## config.mk

```make
export PLATFORM = sky130hd
export DESIGN_NAME = wb_host_driver
export DESIGN_NICKNAME = d
export VERILOG_FILES = /design/src/rtl/wb_host_driver.sv
export SDC_FILE = /design/constraint.sdc
export NUM_CORES = 1
export LEC_CHECK = 0
export CORE_MARGIN = 2
export CORE_UTILIZATION = 42
export CTS_CLUSTER_SIZE = 10
export DETAILED_ROUTE_END_ITERATION = 12
export PLACE_DENSITY = 0.8
export SKIP_CTS_REPAIR_TIMING = 1
export SYNTH_ARGS = -nofsm -noshare
export SYNTH_HDL_FRONTEND = slang
export SYNTH_SLANG_ARGS = --single-unit
```

## constraint.sdc

```tcl
create_clock -name wb_clk_i -period 2.5 [get_ports wb_clk_i]
set_input_delay 0.25 -clock wb_clk_i [delete_from_list [all_inputs] [get_ports wb_clk_i]]
set_output_delay 0.25 -clock wb_clk_i [all_outputs]
set_load 0.01 [all_outputs]
```

## src/rtl/wb_host_driver.sv

```systemverilog
// Wishbone classic single-transfer initiator: one bus cycle per val/rdy command,
// returning a val/rdy response, with a programmable ack timeout.
module wb_host_driver #(
    parameter int unsigned TIMEOUT = 255
) (
    input  logic        wb_clk_i,
    input  logic        wb_rst_i,
    input  logic        cmd_val,
    output logic        cmd_rdy,
    input  logic        cmd_we,
    input  logic [31:0] cmd_adr,
    input  logic [31:0] cmd_dat,
    input  logic [3:0]  cmd_sel,
    output logic        rsp_val,
    input  logic        rsp_rdy,
    output logic [31:0] rsp_dat,
    output logic        rsp_err,
    output logic        wbm_cyc_o,
    output logic        wbm_stb_o,
    output logic        wbm_we_o,
    output logic [3:0]  wbm_sel_o,
    output logic [31:0] wbm_adr_o,
    output logic [31:0] wbm_dat_o,
    input  logic [31:0] wbm_dat_i,
    input  logic        wbm_ack_i
);

    localparam int unsigned DW    = 32;
    localparam int unsigned SW    = 4;
    localparam int unsigned CNT_W = 16;
    localparam logic [CNT_W-1:0] CNT_LAST = CNT_W'(TIMEOUT - 1);
    localparam logic TO_EN = (TIMEOUT != 0);

    typedef enum logic [1:0] {
        ST_IDLE,
        ST_BUS,
        ST_RESP
    } state_t;

    state_t           state_q, state_d;
    logic [CNT_W-1:0] cnt_q, cnt_d;
    logic             cmd_rdy_q, cmd_rdy_d;
    logic             cyc_q, cyc_d;
    logic             we_q, we_d;
    logic [SW-1:0]    sel_q, sel_d;
    logic [DW-1:0]    adr_q, adr_d;
    logic [DW-1:0]    dat_q, dat_d;
    logic             rsp_val_q, rsp_val_d;
    logic [DW-1:0]    rsp_dat_q, rsp_dat_d;
    logic             rsp_err_q, rsp_err_d;

    // State and output registers
    always_ff @(posedge wb_clk_i) begin
        if (wb_rst_i) begin
            state_q   <= ST_IDLE;
            cnt_q     <= '0;
            cmd_rdy_q <= 1'b1;
            cyc_q     <= 1'b0;
            we_q      <= 1'b0;
            sel_q     <= '0;
            adr_q     <= '0;
            dat_q     <= '0;
            rsp_val_q <= 1'b0;
            rsp_dat_q <= '0;
            rsp_err_q <= 1'b0;
        end else begin
            state_q   <= state_d;
            cnt_q     <= cnt_d;
            cmd_rdy_q <= cmd_rdy_d;
            cyc_q     <= cyc_d;
            we_q      <= we_d;
            sel_q     <= sel_d;
            adr_q     <= adr_d;
            dat_q     <= dat_d;
            rsp_val_q <= rsp_val_d;
            rsp_dat_q <= rsp_dat_d;
            rsp_err_q <= rsp_err_d;
        end
    end

    // Next-state and next-output logic
    always_comb begin
        state_d   = state_q;
        cnt_d     = cnt_q;
        cmd_rdy_d = cmd_rdy_q;
        cyc_d     = cyc_q;
        we_d      = we_q;
        sel_d     = sel_q;
        adr_d     = adr_q;
        dat_d     = dat_q;
        rsp_val_d = rsp_val_q;
        rsp_dat_d = rsp_dat_q;
        rsp_err_d = rsp_err_q;

        case (state_q)
            ST_IDLE: begin
                if (cmd_val) begin
                    state_d   = ST_BUS;
                    cnt_d     = '0;
                    cmd_rdy_d = 1'b0;
                    cyc_d     = 1'b1;
                    we_d      = cmd_we;
                    sel_d     = cmd_sel;
                    adr_d     = cmd_adr;
                    dat_d     = cmd_dat;
                end
            end
            ST_BUS: begin
                // Ack takes priority over a timeout expiring in the same cycle
                if (wbm_ack_i) begin
                    state_d   = ST_RESP;
                    cyc_d     = 1'b0;
                    rsp_val_d = 1'b1;
                    rsp_dat_d = we_q ? '0 : wbm_dat_i;
                    rsp_err_d = 1'b0;
                end else if (TO_EN && (cnt_q == CNT_LAST)) begin
                    state_d   = ST_RESP;
                    cyc_d     = 1'b0;
                    rsp_val_d = 1'b1;
                    rsp_dat_d = '0;
                    rsp_err_d = 1'b1;
                end else if (cnt_q != '1) begin
                    cnt_d = cnt_q + CNT_W'(1);
                end
            end
            ST_RESP: begin
                if (rsp_rdy) begin
                    state_d   = ST_IDLE;
                    rsp_val_d = 1'b0;
                    cmd_rdy_d = 1'b1;
                end
            end
            default: begin
                state_d   = ST_IDLE;
                cmd_rdy_d = 1'b1;
                cyc_d     = 1'b0;
                rsp_val_d = 1'b0;
            end
        endcase
    end

    assign cmd_rdy   = cmd_rdy_q;
    assign wbm_cyc_o = cyc_q;
    assign wbm_stb_o = cyc_q;
    assign wbm_we_o  = we_q;
    assign wbm_sel_o = sel_q;
    assign wbm_adr_o = adr_q;
    assign wbm_dat_o = dat_q;
    assign rsp_val   = rsp_val_q;
    assign rsp_dat   = rsp_dat_q;
    assign rsp_err   = rsp_err_q;

endmodule

```

==> results summary <==
Before antenna repair, the detailed router went through 8 iterations. The run finished with clean final reports. In this run the remaining antenna-violating nets after routing total 0.

In this run the critical register-to-register path is launched from cnt_q[1]$_SDFFE_PP0P_. STA puts the critical path data required time at 2.80 ns. The layout net count came out at 907.

The die covers ~12000 µm². Clock tree synthesis selected as its root buffer the cell sky130_fd_sc_hd__clkbuf_16. Yosys printed 0 warnings.

The number of clock buffers added by TritonCTS is 17. The largest individual stage delay along the critical path comes from the cell sky130_fd_sc_hd__dfxtp_1. For this block, the routed nets add up to 15.00 mm of wire.

Dividing total power by cell area gives a power density of 674.3 nW/µm². The stage delay of the slowest cell on the critical path came out at 0.42 ns. The worst hold path begins at wb_rst_i. The share of cells above drive strength 1 is 6.527%.

Leaving out fill and tap cells, the most frequent cell in the layout is sky130_fd_sc_hd__clkdlybuf4s50_1. The worst setup path is captured at a flip-flop. The final route contains 5058 vias. The number of enable flip-flop cells after synthesis came out at 0. The cell family with the largest share of critical-path delay is simple AND/OR/NAND/NOR gates. Summed over all nets, the half-perimeter wirelength after detailed placement is 10.58 mm. The synthesized area is roughly 4800 µm². The count of maximum capacitance violations came out at 0.

The worst setup skew after layout came out at 0.007572 ns. In the routed design, unresolved DRC markers number 0. The worst setup path is launched from a flip-flop.

The post-synthesis instance total is 605. Routability-driven placement finished with a final weighted congestion of 0.8942. The worst setup path is of the reg -> reg kind. Entering global routing, the biggest net connects 71 pins. In the routed layout, each cell is associated on average with a via count of approximately 5.3. The number of H-tree levels came out at 4. Summed over all failing endpoints, the final setup total negative slack is 0 ns. The sequential area share after synthesis is between 50% and 60%. The final-report max-slew violation count is 0. The number of endpoints failing setup at the final stage came out at 0. The overall overflow remaining after global route is 0. The clock sink count came out at 123.

The shortest period the worst path allows is 2.166 ns. The post-synthesis async set-or-reset flop share came out at 0%. The final core utilization came out at 68.55%. The worst path arrival time is approximately 2.5 ns. The top cell types in the final layout, fill and taps aside, are sky130_fd_sc_hd__clkdlybuf4s50_1, sky130_fd_sc_hd__nand2_1, sky130_fd_sc_hd__dfxtp_1. The headroom to the max-slew limit came out at 63.56%.

Walking the worst path, the cells encountered are ha_1 > nand4_1 > nor4_1 > buf_4 > nor4_2 > buf_4 > and3_1 > a221o_1. The worst-case vdd ir drop came out at 490.0 µV. In this run the tool buffered the top-level ports with approximately 210 buffer cells. Once the floorplan was initialized, standard cells occupied between 40% and 50% of the core.

Summing all non-filler instances in the final layout gives an area of ~7500 µm². The floorplan has 38 rows. The combined buffer and inverter count along the critical path came out at 2.

The via count of the first global-routing pass is 4967. The hold violation count in the final report came to 0. The relative contribution of sequential cells to total power came out at 41.5%. For the pin with the worst max-slew slack, the measured transition is 0.5416 ns. Relative to the synthesized area, the layout overhead comes to 57.18%. The vertical die dimension came out at between 100 and 150 µm. Cell internal power was estimated by the tool at 3.861 mW. The kind of path behind the tightest hold check is in -> reg. Counting flops and latches in the post-synthesis netlist gives 123.

The repair_antennas step left the layout with diodes totalling 0. The first-pass GRT wire length came out at around 25 mm. The reported net switching power is ~1.2 mW. The clock latency on the worst-skew pair is 0.41 ns.

The most repeated library cell on the critical path is sky130_fd_sc_hd__buf_4. Summed over all cells, the static leakage comes to 2.739 nW. The final routed wire length divided by cell count came out at 15.76 µm. The number of distinct library cell variants in the gate-level netlist after synthesis is 44. The most critical setup path has its startpoint at cnt_q[1]$_SDFFE_PP0P_.

After layout, the worst path uses 86.66% of the clock period. The number of antenna violations at the first check in global routing is 0. The flip-flop cell with the highest count after synthesis is sky130_fd_sc_hd__dfxtp_1. The fmax is approximately 0.46 GHz. The cell area after placement is around 7000 µm². Setup repair after global routing left no endpoint under its margin.

Net switching is between 20% and 30% of the power. The combinational share of power came out at 13.8%. The part of the power in the clock network came out at 44.7%.

The number of top-level pins came out at 212. The area of the core is 10980 µm². The number of nets in the synthesized netlist is ~710. The x dimension of the die came out at 110.8 µm. The global router's overall resource usage is 24.53%. The post-synthesis average cell area is 7.917 µm². Of all nets on the critical path, the largest fanout is 12.

The first routing iteration left 260 violations. The clock transition time at the flip-flop clock pins of the worst setup and hold paths came out at 0.05 ns. TritonCTS built the clock tree. The longest clock path from root to sink contains 2 buffers.
[final timing paths]
path / slack [ns] / end / depth (start not counted)
worst max-delay path: 0.33 / cnt_q[15]$_SDFFE_PP0P_ / 8
worst min-delay path: 0.15 / rsp_dat[3]$_SDFFE_PP0P_ / 2
worst max register to register: 0.33 / cnt_q[15]$_SDFFE_PP0P_ / 8
worst min register to register: 0.45 / rsp_dat[15]$_SDFFE_PP0P_ / 2
[metal layers]
| layer | up-vias | track usage (%) | routed length [µm] |
|---|---|---|---|
| met5 | - | 0 | 0 |
| li1 | 2450 | - | - |
| met4 | 0 | 9.250 | 280 |
| met3 | 26 | 8.639 | 1234 |
| met1 | 2379 | 27.37 | 5903 |
| met2 | 203 | 42.94 | 7585 |
[worst reg2reg max path, stage by stage, from the launching register on]
cell	delay [ns]
sky130_fd_sc_hd__dfxtp_1	0.42
sky130_fd_sc_hd__ha_1	0.36
sky130_fd_sc_hd__nand4_1	0.16
sky130_fd_sc_hd__nor4_1	0.28
sky130_fd_sc_hd__buf_4	0.17
sky130_fd_sc_hd__nor4_2	0.04
sky130_fd_sc_hd__buf_4	0.19
sky130_fd_sc_hd__and3_1	0.18
sky130_fd_sc_hd__a221o_1	0.26
[power groups by stage]
stage / Clock (mW) / Combinational (mW) / Sequential [mW]
after floorplan: 0 / 0.243 / 2.18
after global placement: 0 / 0.687 / 2.14
after detailed placement: 0 / 0.699 / 2.15
after CTS: 2.31 / 0.704 / 2.11
after global routing: 2.40 / 0.758 / 2.12
final: 2.27 / 0.701 / 2.11
[kinds of logic after synthesis]
family / share of synthesized area (%)
AO/OA/AOI/OAI: 17.76
adder cells (fa/ha/maj): 0.5224
buffers and inverters: 4.885
flip-flops: 51.41
AND/OR/NAND/NOR: 25.42
[through the flow]
| step | cells | setup WS [ns] | power [mW] | hold slack, ns |
|---|---|---|---|---|
| 5_1_grt | 952 | 0.1960 | 5.276 | 0.1511 |
| 4_1_cts | 952 | 0.3559 | 5.117 | 0.1370 |
| 6_report | 952 | 0.3336 | 5.076 | 0.1461 |
| 2_1_floorplan | 605 | 0.4733 | 2.422 | 0.3860 |
| 3_3_place_gp | 920 | 0.4064 | 2.826 | 0.4369 |
| 3_5_place_dp | 920 | 0.3715 | 2.844 | 0.4425 |
[area by class of cell]
cell class / count / area, µm²
clock buffer: 24 / 481.7
clock inverter: 8 / 67.56
fill: 898 / 3455
inverter: 7 / 26.28
multi-input combinational: 427 / 2103
sequential: 123 / 2462
tap: 140 / 175.2
timing repair buffer: 223 / 2212
[cells in the mapped netlist, types with 2 or more instances]
master                       n  area, µm²
sky130_fd_sc_hd__nor4_1      6      37.54
sky130_fd_sc_hd__ha_1        2      25.02
sky130_fd_sc_hd__a21oi_2     2      17.52
sky130_fd_sc_hd__a211oi_1    2      15.01
sky130_fd_sc_hd__a221o_1     2      20.02
sky130_fd_sc_hd__nor2b_1     5      31.28
sky130_fd_sc_hd__nand3_1    37      185.2
sky130_fd_sc_hd__nor2_1     13      48.80
sky130_fd_sc_hd__buf_4       3      22.52
sky130_fd_sc_hd__inv_1       7      26.28
sky130_fd_sc_hd__o31ai_1     3      22.52
sky130_fd_sc_hd__nand2b_1    3      18.77
sky130_fd_sc_hd__o311ai_0    4      35.03
sky130_fd_sc_hd__nand2_1   182      683.2
sky130_fd_sc_hd__nand4_1     9      56.30
sky130_fd_sc_hd__o311a_1     2      20.02
sky130_fd_sc_hd__or2_2       2      12.51
sky130_fd_sc_hd__o21ai_0    12      60.06
sky130_fd_sc_hd__a31oi_1     5      31.28
sky130_fd_sc_hd__a21oi_1   114      570.6
sky130_fd_sc_hd__buf_2       6      30.03
sky130_fd_sc_hd__and4_1      2      17.52
sky130_fd_sc_hd__nor3_1      2      10.01
sky130_fd_sc_hd__a21o_1      2      15.01
sky130_fd_sc_hd__dfxtp_1   123       2462
sky130_fd_sc_hd__clkbuf_1   37      138.9
[sequential cells by signal (all words and copies together) (netlist names)]
signal / count
rsp_dat: 32
wbm_adr_o: 32
wbm_dat_o: 32
cnt_q: 16
wbm_sel_o: 4
state_q: 2
cmd_rdy: 1
rsp_err: 1
rsp_val: 1
wbm_cyc_o: 1
wbm_we_o: 1
(Power assumes the default switching activity.)
